[config.mk]
export PLATFORM = sky130hd
export DESIGN_NAME = wb_port_arbiter
export DESIGN_NICKNAME = d
export VERILOG_FILES = /design/src/rtl/wb_arb_pkg.sv /design/src/rtl/wb_pend_fifo.sv /design/src/rtl/wb_port_arbiter.sv
export SDC_FILE = /design/constraint.sdc
export NUM_CORES = 1
export LEC_CHECK = 0
export CAP_MARGIN = 30
export CORE_MARGIN = 10
export CORE_UTILIZATION = 41
export DETAILED_ROUTE_END_ITERATION = 16
export GPL_ROUTABILITY_DRIVEN = 0
export PLACE_DENSITY = 0.75
export SETUP_SLACK_MARGIN = 0.05
export SYNTH_ARGS = -nofsm -noshare
export SYNTH_HDL_FRONTEND = slang
export SYNTH_SLANG_ARGS = --single-unit
[constraint.sdc]
create_clock -name clk -period 2.7 [get_ports clk]
set_clock_uncertainty 0.05 [all_clocks]
set_input_delay 0.54 -clock clk [delete_from_list [all_inputs] [get_ports clk]]
set_output_delay 0.54 -clock clk [all_outputs]
set_load 0.005 [all_outputs]
[src/rtl/wb_arb_pkg.sv]
// -----------------------------------------------------------------------------
// wb_arb_pkg
// Shared types and default widths for the writeback port arbiter.
//   DATA_W_DEF / ADDR_W_DEF : default data / register address widths
//   wb_entry_t              : pending MDU result layout {rd, data, kill} at the
//                             default widths (the FIFO declares the same layout
//                             at its own parameter widths)
//   gnt_e                   : write-port grant decision for the current cycle
// -----------------------------------------------------------------------------
package wb_arb_pkg;

   localparam int DATA_W_DEF = 32;
   localparam int ADDR_W_DEF = 5;

   typedef struct packed {
      logic [ADDR_W_DEF-1:0] rd;
      logic [DATA_W_DEF-1:0] data;
      logic                  kill;
   } wb_entry_t;

   typedef enum logic [1:0] {
      GNT_NONE = 2'd0,
      GNT_PIPE = 2'd1,
      GNT_MDU  = 2'd2
   } gnt_e;

endpackage

[src/rtl/wb_pend_fifo.sv]
// -----------------------------------------------------------------------------
// wb_pend_fifo
// DEPTH-entry circular buffer of pending MDU results. Every stored entry whose
// rd matches i_kill_rd is marked killed when i_kill_en is high.
//   i_clk, i_rst_n            : clock, asynchronous active-low reset
//   i_push, i_push_rd/data/kill : write a new entry at the tail
//   i_pop                     : drop the head entry (caller guarantees nonempty)
//   i_kill_en, i_kill_rd      : parallel rd-match kill of buffered entries
//   o_head_rd/data/kill       : head entry contents
//   o_cnt                     : occupied entries
// -----------------------------------------------------------------------------
module wb_pend_fifo
   import wb_arb_pkg::*;
#(
   parameter int DATA_W = DATA_W_DEF,
   parameter int ADDR_W = ADDR_W_DEF,
   parameter int DEPTH  = 2
) (
   input  logic                       i_clk,
   input  logic                       i_rst_n,
   input  logic                       i_push,
   input  logic [ADDR_W-1:0]          i_push_rd,
   input  logic [DATA_W-1:0]          i_push_data,
   input  logic                       i_push_kill,
   input  logic                       i_pop,
   input  logic                       i_kill_en,
   input  logic [ADDR_W-1:0]          i_kill_rd,
   output logic [ADDR_W-1:0]          o_head_rd,
   output logic [DATA_W-1:0]          o_head_data,
   output logic                       o_head_kill,
   output logic [$clog2(DEPTH+1)-1:0] o_cnt
);

   localparam int PTR_W = (DEPTH > 1) ? $clog2(DEPTH) : 1;
   localparam int CNT_W = $clog2(DEPTH+1);

   typedef struct packed {
      logic [ADDR_W-1:0] rd;
      logic [DATA_W-1:0] data;
      logic              kill;
   } ent_t;

   ent_t             r_mem [DEPTH];
   logic [PTR_W-1:0] r_wptr;
   logic [PTR_W-1:0] r_rptr;
   logic [CNT_W-1:0] r_cnt;
   ent_t             w_push_ent;

   // Pointers wrap modulo DEPTH, so non-power-of-two depths work too.
   function automatic logic [PTR_W-1:0] ptr_inc(input logic [PTR_W-1:0] p);
      return (p == PTR_W'(DEPTH-1)) ? '0 : p + PTR_W'(1);
   endfunction

   assign w_push_ent = '{rd: i_push_rd, data: i_push_data, kill: i_push_kill};

   // Kill marks may land on free slots too; a later push overwrites the whole
   // entry, so that is harmless. The push is written last so a same-cycle push
   // keeps the kill value the arbiter computed for it.
   always_ff @(posedge i_clk or negedge i_rst_n) begin
      if (!i_rst_n) begin
         for (int i = 0; i < DEPTH; i++) r_mem[i] <= '0;
      end else begin
         for (int i = 0; i < DEPTH; i++) begin
            if (i_kill_en && (r_mem[i].rd == i_kill_rd)) r_mem[i].kill <= 1'b1;
         end
         if (i_push) r_mem[r_wptr] <= w_push_ent;
      end
   end

   always_ff @(posedge i_clk or negedge i_rst_n) begin
      if (!i_rst_n) begin
         r_wptr <= '0;
         r_rptr <= '0;
         r_cnt  <= '0;
      end else begin
         if (i_push) r_wptr <= ptr_inc(r_wptr);
         if (i_pop)  r_rptr <= ptr_inc(r_rptr);
         case ({i_push, i_pop})
            2'b10:   r_cnt <= r_cnt + CNT_W'(1);
            2'b01:   r_cnt <= r_cnt - CNT_W'(1);
            default: r_cnt <= r_cnt;
         endcase
      end
   end

   assign o_head_rd   = r_mem[r_rptr].rd;
   assign o_head_data = r_mem[r_rptr].data;
   assign o_head_kill = r_mem[r_rptr].kill;
   assign o_cnt       = r_cnt;

endmodule

[src/rtl/wb_port_arbiter.sv]
// -----------------------------------------------------------------------------
// wb_port_arbiter
// Shares the single register-file write port between the in-order writeback
// stage (pipe) and the multi-cycle MDU. MDU results wait in a small pending
// buffer; a starvation counter forces an MDU slot after STARVE_LIMIT pipe
// grants, and a younger pipe write to the same rd kills stale MDU results.
//   clk, reset                 : clock, asynchronous active-low reset
//   pipe_valid/rd/data, pipe_ready : writeback request (hold while !pipe_ready)
//   mdu_valid/rd/data, mdu_ready   : MDU result push (ready = buffer not full)
//   rf_we, rf_waddr, rf_wdata  : registered register-file write
//   pend_cnt                   : occupied pending-buffer entries
// -----------------------------------------------------------------------------
module wb_port_arbiter
   import wb_arb_pkg::*;
#(
   parameter int DATA_W       = DATA_W_DEF,
   parameter int ADDR_W       = ADDR_W_DEF,
   parameter int DEPTH        = 2,
   parameter int STARVE_LIMIT = 4
) (
   input  logic                       clk,
   input  logic                       reset,
   input  logic                       pipe_valid,
   input  logic [ADDR_W-1:0]          pipe_rd,
   input  logic [DATA_W-1:0]          pipe_data,
   output logic                       pipe_ready,
   input  logic                       mdu_valid,
   input  logic [ADDR_W-1:0]          mdu_rd,
   input  logic [DATA_W-1:0]          mdu_data,
   output logic                       mdu_ready,
   output logic                       rf_we,
   output logic [ADDR_W-1:0]          rf_waddr,
   output logic [DATA_W-1:0]          rf_wdata,
   output logic [$clog2(DEPTH+1)-1:0] pend_cnt
);

   localparam int CNT_W = $clog2(DEPTH+1);
   localparam int STV_W = $clog2(STARVE_LIMIT+1);

   logic [ADDR_W-1:0] w_head_rd;
   logic [DATA_W-1:0] w_head_data;
   logic              w_head_kill;
   logic [CNT_W-1:0]  w_cnt;
   logic              w_nonempty;
   logic              w_head_live;
   logic              w_force;
   logic              w_push;
   logic              w_pop;
   logic              w_kill_en;
   logic              w_push_kill;
   gnt_e              w_gnt;
   logic [ADDR_W-1:0] w_gnt_rd;
   logic [DATA_W-1:0] w_gnt_data;

   logic [STV_W-1:0]  r_starve;
   logic              r_we;
   logic [ADDR_W-1:0] r_waddr;
   logic [DATA_W-1:0] r_wdata;

   wb_pend_fifo #(
      .DATA_W (DATA_W),
      .ADDR_W (ADDR_W),
      .DEPTH  (DEPTH)
   ) u_fifo (
      .i_clk       (clk),
      .i_rst_n     (reset),
      .i_push      (w_push),
      .i_push_rd   (mdu_rd),
      .i_push_data (mdu_data),
      .i_push_kill (w_push_kill),
      .i_pop       (w_pop),
      .i_kill_en   (w_kill_en),
      .i_kill_rd   (pipe_rd),
      .o_head_rd   (w_head_rd),
      .o_head_data (w_head_data),
      .o_head_kill (w_head_kill),
      .o_cnt       (w_cnt)
   );

   assign w_nonempty  = (w_cnt != '0);
   assign w_head_live = w_nonempty && !w_head_kill;
   assign w_force     = w_head_live && (r_starve == STV_W'(STARVE_LIMIT));
   assign pipe_ready  = !w_force;

   // Ready comes from the registered count only: a full buffer never pushes,
   // even when the head leaves this same cycle.
   assign mdu_ready   = (w_cnt != CNT_W'(DEPTH));
   assign w_push      = mdu_valid && mdu_ready;

   always_comb begin
      w_gnt = GNT_NONE;
      if (pipe_valid && !w_force) w_gnt = GNT_PIPE;
      else if (w_head_live)       w_gnt = GNT_MDU;
   end

   // A killed head drains on its own without taking the port. Only entries
   // already stored can pop, so a push is never written in its own cycle.
   assign w_pop       = w_nonempty && (w_head_kill || (w_gnt == GNT_MDU));

   assign w_kill_en   = (w_gnt == GNT_PIPE) && (pipe_rd != '0);
   assign w_push_kill = w_kill_en && (mdu_rd == pipe_rd);

   always_comb begin
      w_gnt_rd   = '0;
      w_gnt_data = '0;
      case (w_gnt)
         GNT_PIPE: begin
            w_gnt_rd   = pipe_rd;
            w_gnt_data = pipe_data;
         end
         GNT_MDU: begin
            w_gnt_rd   = w_head_rd;
            w_gnt_data = w_head_data;
         end
         default: ;
      endcase
   end

   always_ff @(posedge clk or negedge reset) begin
      if (!reset) begin
         r_starve <= '0;
      end else if ((w_gnt == GNT_PIPE) && w_head_live) begin
         if (r_starve != STV_W'(STARVE_LIMIT)) r_starve <= r_starve + STV_W'(1);
      end else if ((w_gnt == GNT_MDU) || !w_head_live) begin
         r_starve <= '0;
      end
   end

   // Writes to r0 complete their handshake but never assert the enable.
   always_ff @(posedge clk or negedge reset) begin
      if (!reset) begin
         r_we    <= 1'b0;
         r_waddr <= '0;
         r_wdata <= '0;
      end else begin
         r_we <= (w_gnt != GNT_NONE) && (w_gnt_rd != '0);
         if (w_gnt != GNT_NONE) begin
            r_waddr <= w_gnt_rd;
            r_wdata <= w_gnt_data;
         end
      end
   end

   assign rf_we    = r_we;
   assign rf_waddr = r_waddr;
   assign rf_wdata = r_wdata;
   assign pend_cnt = w_cnt;

endmodule

== After elaboration in Yosys (flattened, before gate mapping) ==
Index checks and enable logic that the tools add are counted.
W data, S select, Z words.
Storage, ports and cells
  bits in registers: 121
Operators by class
  add/sub/neg operators: 5
  magnitude comparators: 3
  eq/ne operators: 11
  muxes and demuxes: 19
  bitwise logic cells: 2
  reduce and logical (&&, ||, !) cells: 24
Operator list (number)
  $mux W38: 4
  $bwmux W76: 1
  $pmux W32 S2: 1
  $mux W39: 1
  $demux W38 S1: 1
  $eq A5 B5 Y1: 3
  $logic_and A1 B1 Y1: 12
  $pmux W5 S2: 1
  $reduce_bool A5 Y1: 2
  $mux W3: 3
  $reduce_bool A2 Y1: 4
  $eq A2 B1 Y1 const B: 2
  $eq A2 B2 Y1 const B: 2
  $ge A2 B2 Y1 const B: 2
  $mux W1: 4
  $mux W2: 2
  $not A1 Y2: 2
  $pmux W2 S2: 1
  $add A3 B1 Y3 const B: 1
  $eq A3 B3 Y1 const B: 1
  $logic_not A1 Y1: 3
  $ne A3 B3 Y1 const B: 1
  $add A1 B1 Y1 const B: 2
  $add A2 B1 Y2 const B: 1
  other kinds (6): 7

== Longest topological paths before layout ==
  depth in word-level cells: 16
  gate-level depth with buffers: 11

== Modules after synthesis ==
Synthesis repeated with hierarchy kept, for this count alone.
Unflattened totals
  cells, all modules: 433
  area total of the unflattened synthesis: 5705.5 µm²
By module, submodules not included
  wb_pend_fifo: instances 1, cells each 232, area an instance 3617.2 µm²
  wb_port_arbiter: instances 1, cells each 201, area an instance 2088.3 µm²

== Worst setup path after synthesis ==
OpenSTA, ideal clock, no wires.
  path type: register -> register
  start point: register u_fifo.r_rptr
  end point: register u_fifo.r_cnt[1], in the netlist u_fifo.o_cnt[1]
  arrival: 2.019 ns
  data required time: 2.571 ns
  path slack: 0.552 ns
  cell stages (with the launch flop): 10
  path buffers: 3
  period minus slack after synthesis: 2.148 ns
  cell sequence: dfrtp_1 > buf_6 > mux2_4 > o31a_1 > buf_6 > buf_6 > a21oi_1 > ha_1 > nor2_1 > xor2_1
Between the ends
  cells in the longest elaborated chain, start to end: 15
Ends and longest elaborated chain
  start: declaration: line wb_pend_fifo.sv:45  | logic [PTR_W-1:0] r_rptr;
  start signal: assignment: line wb_pend_fifo.sv:77  | if (i_pop) r_rptr <= ptr_inc(r_rptr);
  $not A1 Y2 (implied by the code) (*): line wb_pend_fifo.sv:88  | assign o_head_kill = r_mem[r_rptr].kill;
  $mux W38 (*) (3 in series)
  $logic_not A1 Y1: line wb_port_arbiter.sv:81  | assign w_head_live = w_nonempty && !w_head_kill;
  $logic_and A1 B1 Y1: line wb_port_arbiter.sv:81
  $logic_and A1 B1 Y1: line wb_port_arbiter.sv:82  | assign w_force = w_head_live && (r_starve == STV_W'(STARVE_LIMIT));
  $logic_not A1 Y1: line wb_port_arbiter.sv:92  | if (pipe_valid && !w_force) w_gnt = GNT_PIPE;
  $logic_and A1 B1 Y1: line wb_port_arbiter.sv:92
  $mux W2: line wb_port_arbiter.sv:92
  $eq A2 B2 Y1: line wb_port_arbiter.sv:98  | assign w_pop = w_nonempty && (w_head_kill || (w_gnt == GNT_MDU));
  $logic_or A1 B1 Y1 (*): line wb_port_arbiter.sv:98
  $logic_and A1 B1 Y1 (*): line wb_port_arbiter.sv:98
  net u_fifo.i_pop: line wb_pend_fifo.sv:25  | input logic i_pop,
  $eq A2 B1 Y1 or $eq A2 B2 Y1 (tied branches): line wb_pend_fifo.sv:78  | case ({i_push, i_pop})
  $pmux W2 S2 or $reduce_bool A2 Y1 (tied branches)
  end signal: assignment: line wb_pend_fifo.sv:79  | 2'b10: r_cnt <= r_cnt + CNT_W'(1);
  end signal: assignment: line wb_pend_fifo.sv:80  | 2'b01: r_cnt <= r_cnt - CNT_W'(1);
  end signal: assignment: line wb_pend_fifo.sv:81  | default: r_cnt <= r_cnt;
  end: declaration: line wb_pend_fifo.sv:46  | logic [CNT_W-1:0] r_cnt;
The timed path passes the listed nets; every way through them passes the cells marked *. The select of a mux whose other input is x is not followed.
A chain may end at the register's enable or synchronous reset.

== Worst setup path in the final report ==
  start point: register u_fifo.r_rptr
  end point: output port pipe_ready
Between the ends
  cells in the longest elaborated chain, start to end: 8
Ends and longest elaborated chain
  $not A1 Y2 (implied by the code): line wb_pend_fifo.sv:88
  $mux W38 (3 in series)
  $logic_not A1 Y1: line wb_port_arbiter.sv:81
  $logic_and A1 B1 Y1: line wb_port_arbiter.sv:81
  $logic_and A1 B1 Y1: line wb_port_arbiter.sv:82
  $logic_not A1 Y1: line wb_port_arbiter.sv:83  | assign pipe_ready = !w_force;
  end: declaration: line wb_port_arbiter.sv:26  | output logic pipe_ready,
No other way between the ends. The select of a mux whose other input is x is not followed.

==> reports/metrics.csv <==
stage;metric;value;unit
critical_path;R2R cell count;5;
clock_network;clk buf depth;2;
final_layout;Area growth, synth to finish;35.8;%
sta;max-slew violation count;0;
final_layout;Final Net Count;750;
grt;gr usage total;16.5;%
placement;Setup Slack @ Placement;0.472;ns
critical_path;Setup crit start kind;flip-flop;
min_path;Hold Path End;u_fifo.r_mem[63]$_DFFE_PN0P_;
critical_path;CP max FO;4;
critical_path;CP top delay family;buffers and inverters;
drt;1st-iter DRT viols;281;
clock_network;Inserted Clock Buffers;17;
sta;Final Setup Violations;0;
die;Die H;138;µm
clock_network;clock slew at reported path FFs;0.05;ns
grt;initial antenna violation count;1;
critical_path;kind of critical path;reg -> out;
clock_network;Clock Root Buffer;clkbuf_16;
placement;Placed Instances;825;
placement;# port buffers;119;
grt;largest net degree at the start of global routing;53;
logic_synthesis;Post-Syn Area per Cell;10.2;µm²
drt;final WL;15300;µm
sta;relative slew slack;55.0;%
power_and_ir_drop;Leak Pwr;3.43;nW
drt;via count;4474;
die;die area;18900;µm²
critical_path;worst-path cell chain;mux2_4 -> nor2_1 -> nand2_1 -> clkdlybuf4s50_1;
power_and_ir_drop;worst vdd ir;0.561;mV
logic_synthesis;synthesized area;5670;µm²
drt;Detail Route Antenna Nets;0;
sta;worst-margin pin slew;0.675;ns
clock_network;CTS HTree Levels;4;
die;starting density of the core;42.3;%
placement;post-DP HPWL;10800;µm
drt;Pre-antenna DRT Iters;5;
logic_synthesis;register area share after synthesis;53.4;%
grt;global route overflow;0;
critical_path;worst path required time;2.11;ns
die;chip width;138;µm
logic_synthesis;Syn. warnings;0;
min_path;min-delay src;u_fifo.r_mem[63]$_DFFE_PN0P_;
sta;setup slack after layout;0.218;ns
logic_synthesis;Post-Synthesis Cells;555;
sta;Fin. Hold Viols;0;
logic_synthesis;leading register cell type out of synthesis;dfrtp_1;
critical_path;reg2reg end;rf_we$_DFF_PN0_;
clock_network;CTS tree;built;
sta;Max Fclk;403;MHz
clock_network;# Post-CTS Setup Buffers;0;
critical_path;slowest stage cell, crit path;clkdlybuf4s50_1;
clock_network;clk sinks;121;
critical_path;Slowest Stage Delay on Critical Path;0.46;ns
drt;DRC violations left;0;
critical_path;Worst R2R Setup Slack;0.49;ns
die;core area;13400;µm²
logic_synthesis;EDFF count, synth;0;
logic_synthesis;Synth Net Count;636;
critical_path;crit path DAT;1.89;ns
power_and_ir_drop;pwr dens;1210;nW/µm²
sta;Setup TNS;0;ns
die;number of I/O pins;120;
sta;RSZ-0062 raised after global routing;false;
critical_path;Reg-to-Reg Start;u_fifo.r_rptr$_DFFE_PN0P_;
grt;number of global-route vias before repair;4818;
sta;crit path time final;2.48;ns
die;FP Rows;42;
drt;WL per Instance;17.8;µm
grt;wire length of the first global-routing pass;24600;µm
drt;drt via density;5.21;
final_layout;fraction of layout cells with a size suffix above 1;13.9;%
final_layout;final std cells w/o fill;859;
min_path;hold path depth;2;
sta;fin crit share;91.9;%
critical_path;Buf/Inv on CP;1;
status;status;finished, final reports clean;
clock_network;worst-skew pair later-pin latency;0.41;ns
min_path;HP Class;reg -> reg;
logic_synthesis;async set-reset flop share out of synthesis;100;%
critical_path;CP endpoint kind;output port;
logic_synthesis;synth unique cells;36;
logic_synthesis;Synth Register Bits;121;
flow_run;Max Cap Viol;0;
-- power by group --
part / internal, mW / total, mW / switching [mW]
Combinational: 1.85 / 3.71 / 1.85
Clock: 1.63 / 2.39 / 0.758
Sequential: 2.69 / 3.24 / 0.542
Total: 6.18 / 9.33 / 3.15
-- state kept, by name, summed over array words and instances (netlist names) --
signal and count:
u_fifo.o_cnt 2, rf_we 1, u_fifo.r_mem 76, rf_wdata 32
u_fifo.r_wptr 1, r_starve 3, rf_waddr 5, u_fifo.r_rptr 1
-- how the worst max path moves through the flow --
stage | endpoint | from | slack, ns | cells after the start
finish | pipe_ready | u_fifo.r_rptr$_DFFE_PN0P_ | 0.22 | 4
global route | pipe_ready | u_fifo.r_rptr$_DFFE_PN0P_ | 0.12 | 4
CTS | pipe_ready | u_fifo.o_cnt[0]$_DFFE_PN0P_ | 0.12 | 4
detailed placement | rf_we$_DFF_PN0_ | pipe_valid | 0.47 | 6
global placement | rf_we$_DFF_PN0_ | pipe_valid | 0.58 | 6
floorplan | u_fifo.o_cnt[1]$_DFFE_PN0P_ | u_fifo.r_rptr$_DFFE_PN0P_ | 0.55 | 9
-- metal layers --
layer	wire [µm]	global-route usage, %	up-vias
met5	13	0	-
met4	214	5.44	2
met3	1330	6.26	25
met2	7360	27.4	126
met1	6360	19.3	2182
li1	-	-	2139
-- kinds of logic (layout without fill, tap and decap cells) --
group | Yosys count | count (layout) | share of synthesized area [%]
AO/OA/AOI/OAI | 118 | 118 | 12.8
XOR/XNOR | 18 | 18 | 2.78
adder cells (fa/ha/maj) | 3 | 3 | 0.663
buffers and inverters | 44 | 171 | 3.60
flip-flops | 121 | 121 | 53.4
multiplexers | 77 | 77 | 14.6
other | 0 | 1 | 0
AND/OR/NAND/NOR | 174 | 174 | 12.1
-- layout make-up --
cell class	instances	area, µm²
clock inverters	8	140
repair buffers	134	1340
flip-flops and latches	121	3030
diodes	1	2.50
well taps	176	220
fillers	1124	5700
clock buffers	24	492
inverters	5	18.8
multi-input cells	390	2450
-- worst register-to-register path: stages, from the launching register on --
cell      delay, ns
dfrtp_2        0.38
buf_4          0.57
mux2_2         0.42
a22o_1         0.22
a221oi_1       0.27
nand4b_1       0.15
-- synthesized netlist by cell type (all sizes together), types with 2 or more instances --
library cell / instances / area [µm²]
dfrtp: 121 / 3030
nand2: 118 / 443
mux2: 43 / 488
nor2: 41 / 154
o21ai: 36 / 180
a21oi: 34 / 170
a22oi: 34 / 255
mux2i: 34 / 340
clkbuf: 20 / 75.1
buf: 19 / 110
xnor2: 11 / 96.3
xor2: 7 / 61.3
inv: 5 / 18.8
a22o: 4 / 35.0
nand3: 4 / 20.0
nor3: 4 / 20.0
ha: 3 / 37.5
a21boi: 2 / 15.0
a21o: 2 / 15.0
-- what timing repair did --
| action | in CTS | in global routing |
|---|---|---|
| resized for setup | 0 | 1 |
| setup endpoints to repair | 0 | 1 |
| hold endpoints to repair | 20 | 0 |
| hold buffers | 1 | 0 |
-- per-stage QoR --
stage | utilization [%] | total power [mW] | instance area (µm²) | hold WS [ns]
global route | 57.4 | 9.99 | 7690 | 0.439
global placement | 52.6 | 6.77 | 7050 | 0.398
detailed placement | 52.6 | 6.97 | 7050 | 0.406
floorplan | - | 5.47 | 5670 | 0.194
finish | 57.4 | 9.33 | 7700 | 0.419
CTS | 57.4 | 9.40 | 7690 | 0.424
-- placed cells by master (no fill, tap or decap), types with 2 or more instances in the layout --
cell type,netlist,routed
dfrtp_1,121,120
clkdlybuf4s50_1,0,118
nand2_1,118,117
mux2_2,42,42
nor2_1,41,39
mux2i_1,34,34
a21oi_1,34,34
a22oi_1,34,34
o21ai_0,31,31
clkbuf_16,0,17
buf_4,0,12
xnor2_1,11,11
xor2_1,7,7
inv_1,5,5
o21ai_1,5,5
nor3_1,4,4
a22o_1,4,4
clkbuf_8,0,4
clkinv_2,0,4
bufinv_16,0,4
nand3_1,4,3
ha_1,3,3
clkbuf_1,20,3
buf_12,0,3
a21boi_1,2,2
a21o_1,2,2
Note: power is estimated with default switching activity, not from simulation.
